--- src/rtl/alu_result_log.sv ---
// Circular history of committed ALU results and status flags, browsable newest-to-oldest.
// Optional build macro ALU_LOG_SATURATE_EN: freeze the log once full instead of overwriting.
module alu_result_log #(
  parameter int N     = 8,
  parameter int DEPTH = 8
) (
  input  logic                     CLK50M,
  input  logic                     RSTb,
  input  logic                     Capture,
  input  logic [N-1:0]             Result,
  input  logic [3:0]               Flags,
  input  logic                     Next,
  input  logic                     Clear,
  output logic [N-1:0]             View,
  output logic [3:0]               ViewFlags,
  output logic [$clog2(DEPTH)-1:0] ViewIdx,
  output logic [$clog2(DEPTH):0]   Count,
  output logic                     Empty,
  output logic                     Full
);

  localparam int AW = $clog2(DEPTH);
  localparam logic [AW:0] DEPTH_C = (AW+1)'(DEPTH);

  logic [N+3:0]  r_mem [DEPTH];
  logic [AW-1:0] r_wp;
  logic [AW:0]   r_count;
  logic [AW-1:0] r_viewIdx;
  logic          r_capPrev;
  logic          r_nextPrev;

  logic          w_capEdge;
  logic          w_nextEdge;
  logic          w_capWrite;
  logic          w_empty;
  logic          w_full;
  logic          w_idxWrap;
  logic [AW-1:0] w_rdAddr;
  logic [N+3:0]  w_rdWord;

  assign w_capEdge  = Capture & ~r_capPrev;
  assign w_nextEdge = Next & ~r_nextPrev;
  assign w_empty    = (r_count == '0);
  assign w_full     = (r_count == DEPTH_C);

`ifdef ALU_LOG_SATURATE_EN
  // A capture edge on a full log is still consumed, so a same-cycle Next is dropped too.
  assign w_capWrite = w_capEdge & ~w_full;
`else
  assign w_capWrite = w_capEdge;
`endif

  // Browsing wraps from the oldest valid entry back to the newest.
  assign w_idxWrap = ((AW+1)'(r_viewIdx) + (AW+1)'(1)) == r_count;

  always_ff @(posedge CLK50M or negedge RSTb) begin
    if (!RSTb) begin
      r_capPrev  <= 1'b1;
      r_nextPrev <= 1'b1;
      r_wp       <= '0;
      r_count    <= '0;
      r_viewIdx  <= '0;
    end else begin
      r_capPrev  <= Capture;
      r_nextPrev <= Next;
      if (Clear) begin
        r_wp      <= '0;
        r_count   <= '0;
        r_viewIdx <= '0;
      end else if (w_capEdge) begin
        if (w_capWrite) begin
          r_wp      <= r_wp + AW'(1);
          r_viewIdx <= '0;
          if (!w_full)
            r_count <= r_count + (AW+1)'(1);
        end
      end else if (w_nextEdge && !w_empty) begin
        r_viewIdx <= w_idxWrap ? '0 : r_viewIdx + AW'(1);
      end
    end
  end

  always_ff @(posedge CLK50M) begin
    if (!Clear && w_capWrite)
      r_mem[r_wp] <= {Flags, Result};
  end

  // Newest entry sits just behind the write pointer; DEPTH is a power of two so wrap is free.
  assign w_rdAddr = r_wp - AW'(1) - r_viewIdx;
  assign w_rdWord = r_mem[w_rdAddr];

  always_comb begin
    View      = '0;
    ViewFlags = '0;
    if (!w_empty) begin
      View      = w_rdWord[N-1:0];
      ViewFlags = w_rdWord[N+3:N];
    end
  end

  assign ViewIdx = r_viewIdx;
  assign Count   = r_count;
  assign Empty   = w_empty;
  assign Full    = w_full;

endmodule
--- config.mk ---
export PLATFORM = sky130hd
export DESIGN_NAME = alu_result_log
export DESIGN_NICKNAME = d
export VERILOG_FILES = /design/src/rtl/alu_result_log.sv
export SDC_FILE = /design/constraint.sdc
export NUM_CORES = 1
export LEC_CHECK = 0
export ABC_AREA = 1
export BUFFER_PORTS_ARGS = -buffer_cell sky130_fd_sc_hd__buf_2
export CAP_MARGIN = 30
export CORE_UTILIZATION = 26
export CTS_BUF_LIST = sky130_fd_sc_hd__clkbuf_4 sky130_fd_sc_hd__clkbuf_8
export DETAILED_ROUTE_END_ITERATION = 6
export MAX_ROUTING_LAYER = met4
export PLACE_DENSITY = 0.51
export SETUP_SLACK_MARGIN = 0.1
export SLEW_MARGIN = 15
export SYNTH_ARGS = -nofsm -noshare
export SYNTH_HDL_FRONTEND = slang
export SYNTH_SLANG_ARGS = --single-unit
export TNS_END_PERCENT = 100
--- constraint.sdc ---
create_clock -name CLK50M -period 2.8 [get_ports CLK50M]
set_clock_uncertainty 0.05 [all_clocks]
set_input_delay 0 -clock CLK50M [delete_from_list [all_inputs] [get_ports CLK50M]]
set_output_delay 0 -clock CLK50M [all_outputs]
set_load 0.005 [all_outputs]
# Word level (Yosys, flattened, before mapping)
# Memories as Yosys holds them, arrays and structs flattened.
# Index checks and enable logic that the tools add are counted.
# W data, S select, Z words.
# word_totals
register_bits	12
ram_bits	96
input_bits	17
out_inout_bits	21
wordCells	40
memories	1
# mem_list
name	depth	width	rd	rd_ports_with_merged_regs	write_ports	line_no	text
r_mem	8	12	1	0	1	25	logic [N+3:0] r_mem [DEPTH];
# op_classes
addsub	6
n_eq_ne	3
muxes	13
bitwise	4
reduce_logical	8
# ops
cell	n
$mux W3	6
$mux W4	4
$mux W8	1
$add A3 B1 Y3 const B	2
$add A3 B1 Y4 const B	1
$add A4 B1 Y4 const B	1
$eq A4 B4 Y1	1
$eq A4 B4 Y1 const B	1
$logic_not A4 Y1	1
$reduce_bool A3 Y1	1
$sub A3 B1 Y3 const B	1
$sub A3 B3 Y3	1
$and A1 B1 Y1	2
$logic_and A1 B1 Y1	2
$logic_not A1 Y1	2
$mux W1	2
$ne A2 B2 Y1 const B	1
$not A1 Y1	2
$reduce_and A2 Y1	1
$reduce_bool A2 Y1	1

# Longest topological paths before layout
# depth
ltp_word	6
depth_mapped	11
ltp_nobuf	9

# Least setup slack after synthesis
# Ideal clock, no wire load.
# synth_timing
path_kind	reg2reg
start	register r_capPrev
end	memory r_mem[0][0] (netlist name), enable pin
setup_ns	0.396
arrival_time_ns	1.582
t_required_ns	2.354
slack_ns	0.772
stages_incl_launch_ff	6
path_buffers	0
synth_period_minus_slack_ns	2.028
cell_sequence	dfstp_2 > inv_1 > nand2_1 > nor2_1 > nand2_1 > nor3_1
# synth_via
elab_chain_cells	5
# synth_rtl
element	line_no	text
start: declaration	29	logic r_capPrev;
start signal: assignment	64	r_capPrev <= Capture;
$not A1 Y1	41	assign w_capEdge = Capture & ~r_capPrev;
$and A1 B1 Y1	41	
$logic_and A1 B1 Y1	84	if (!Clear && w_capWrite)
$mux W1	84	
$mux W1 (implied by the code)	85	r_mem[r_wp] <= {Flags, Result};
end: declaration	25	
# No other way between the ends.

# Worst setup path after layout
# layout_timing
start	register r_wp[0]
end	output port View[6]
# layout_via
elab_chain_cells	4
# layout_rtl
element	line_no	text
start: declaration	26	logic [AW-1:0] r_wp;
start signal: assignment	72	r_wp <= r_wp + AW'(1);
$sub A3 B1 Y3	89	assign w_rdAddr = r_wp - AW'(1) - r_viewIdx;
$sub A3 B3 Y3	89	
$mem_v2 Z8 W12	--	
$mux W8	95	if (!w_empty) begin
end: declaration	14	output logic [N-1:0] View,
# No other way between the ends.

==> results.tsv <==
stage	metric	value	unit
min_path	hp-class	in -> async	
grt	grt_max_degree	49	
worst_setup_path	crit_buf_inv	3	
yosys	ys_types	23	
worst_setup_path	crit_fanout	24	
pwr	comb_power_share	12.2	%
pwr	pwr-share-seq	55.7	%
clock_network	clk_pin_slew	0.11	ns
pwr	finalPower	3.191	mW
sta	fin_crit_sh	87.95	%
place	place_congestion	0.8418	
run_status	status	completed	
grt	grt.overflow.total	0	
clock_network	numClockSinks	108	
final_layout	drive_gt1_share	14.84	%
sta	setup_viol	0	
worst_setup_path	crit_slowest_cell	fa_1	
detailed_routing	via_count	3307	
sta	min_period	2.463	ns
yosys	synth_cells	446	
grt	track_usage	12.50	%
clock_network	htree_levels	3	
place	preCtsSetupSlack	0.5747	ns
pwr	switching_power	0.8456	mW
detailed_routing	drc	0	
sta	rsz0062_at_grt	false	
detailed_routing	first_iter_violations	259	
yosys	ys_ff_latch	108	
yosys	synth_top_area_cell	edfxtp_1	
sta	slew_violations	0	
grt	grt_pass1_wl	16680	µm
place	hpwl	6298	µm
worst_setup_path	cp-start-kind	flop	
floorplan	die_w	136.1	µm
floorplan	pin_count	38	
yosys	syn_area_per_cell	10.48	µm²
sta	layout_setup_ws	0.3374	ns
worst_setup_path	worstSetupPathType	reg -> out	
final_layout	antenna_cells	0	
detailed_routing	ant_nets	0	
detailed_routing	totalWireLength	10750	µm
floorplan	dieHeight	136.1	µm
final_layout	final_nets	530	
detailed_routing	wl_per_cell	14.58	µm
worst_setup_path	crit_family	adder cells	
pwr	ir_worst_vdd	0.2168	mV
job	max_cap_viol_count	0	
yosys	synth.top_cell.area_share	61.65	%
pwr	swShare	26.50	%
sta	fin_setup_tns	0	ns
grt	antenna_found_initial	0	
worst_setup_path	end_kind	primary output	
final_layout	final_common_cell	nand2_1	
detailed_routing	vias_per_cell	4.487	
worst_setup_path	cp_common_cell	nor2_1	
worst_setup_path	cp.required	2.75	ns
floorplan	die-area	18520	µm²
grt	grt_pass1_vias	3084	
floorplan	core_area	17420	µm²
worst_setup_path	reg2reg_depth	8	
worst_setup_path	crit_path_cell_trace	ha_1 > fa_1 > inv_1 > buf_4 > nor2_1 > o21ai_1 > nand2_1 > nor2_1 > nor2_1 > buf_2	
yosys	netlist_area	4676	µm²
pwr	cell_internal_pwr	2.345	mW
pwr	leakagePower	2.132	nW
clock_network	clockBufferDepth	2	
worst_setup_path	crit_cells	10	
detailed_routing	firstDrtPassIters	4	
sta	relSlewSlack	62.75	%
floorplan	rows	48	
clock_network	cts_made_buffers	9	
yosys	synth_area_leaders	edfxtp_1, nand2_1, nor2_1, dfrtp_1, nand3_1	
sta	worst_pin_slew	0.5587	ns
final_layout	final_core_util	31.80	%
worst_setup_path	crit_arrival	2.41	ns
floorplan	start_util	26.85	%
clock_network	clk_latency	0.37	ns
pwr	power_frac_clock	32.1	%
yosys	yosysWarnings	0	
clock_network	cts_tree	yes	
pwr	pwr_density_cell	576.1	nW/µm²
final_layout	syn_to_final_growth	18.46	%
yosys	syn_nets	469	
place	io_buffers	37	
final_layout	final_cell_mix	nand2_1, edfxtp_1, nor2_1	
sta	max_freq	406.1	MHz
clock_network	cts-root-buf	clkbuf_8	
yosys	yosysSeqAreaShare	68.13	%
sta	hold_violations	0	
worst_setup_path	slowest_delay	0.52	ns
==> synth_stat cells, drive strengths merged <==
library cell,n
dfstp,2
nand3,36
inv,22
nor3,5
a21oi,14
buf,17
fa,1
nand2,130
ha,5
nor2,74
nand4,1
dfrtp,10
edfxtp,96
a211oi,1
o21ai,29
clkbuf,2
clkinv,1
==> flip-flops by register name, summed over array words and instances (netlist names) <==
name	flops
Count	4
r_nextPrev	1
ViewIdx	3
r_mem	96
r_capPrev	1
r_wp	3
==> what timing repair did <==
item	4_1_cts	5_1_grt
endpoints found under the hold margin	116	0
hold buffers	17	0
gates resized for setup	0	3
endpoints found under the setup margin	0	12
setup buffers	0	1
==> area by class of cell <==
cell class	count	area, µm²
inverters	23	86.33
well taps	225	281.5
multi-input cells	296	1300
clock buffers	9	123.9
fillers	1818	11880
repair buffers	69	471.7
flip-flops and latches	108	3187
clock inverters	7	88.84
==> power by group through the flow <==
stage	clock (mW)	sequential [mW]	combinational, mW
3_5_place_dp	0	1.81	0.372
5_1_grt	1.10	1.78	0.442
3_3_place_gp	0	1.81	0.366
6_report	1.03	1.78	0.390
4_1_cts	1.05	1.78	0.393
2_1_floorplan	0	1.81	0.244
==> per-layer routing <==
metal	up-vias	GRT usage [%]	share of wire [%]
met2	73	20.70	50
met4	0	4.568	0.98
li1	1622	-	-
met3	7	1.864	3.8
met5	-	-	0
met1	1605	15.43	45
==> cell families after synthesis <==
family,count (synthesis),share of synthesized area [%]
compound gates,44,4.763
fa+ha+maj,6,1.766
simple gates,246,20.95
flops,108,68.13
buf+inv,42,4.388
==> stage by stage <==
step | std cells | hold WS, ns | instance area, µm²
floorplan | 446 | -0.3456 | 4676
global placement | 703 | -0.1542 | 5139
detailed placement | 703 | -0.1452 | 5139
CTS | 736 | 0.05652 | 5522
global route | 737 | 0.07111 | 5539
finish | 737 | 0.07449 | 5539
==> worst paths after layout <==
path	from	to	slack [ns]
max	r_wp[0]	View[6]	0.34
max reg2reg	Count[0]	ViewIdx[0]	1.00
min	RSTb	r_capPrev	0.07
min reg2reg	Count[3]	Count[3]	0.57
max in group asynchronous	RSTb	ViewIdx[0]	1.68
min in group CLK50M	Capture	r_capPrev	0.22
Power figures use the tool's default switching activity.
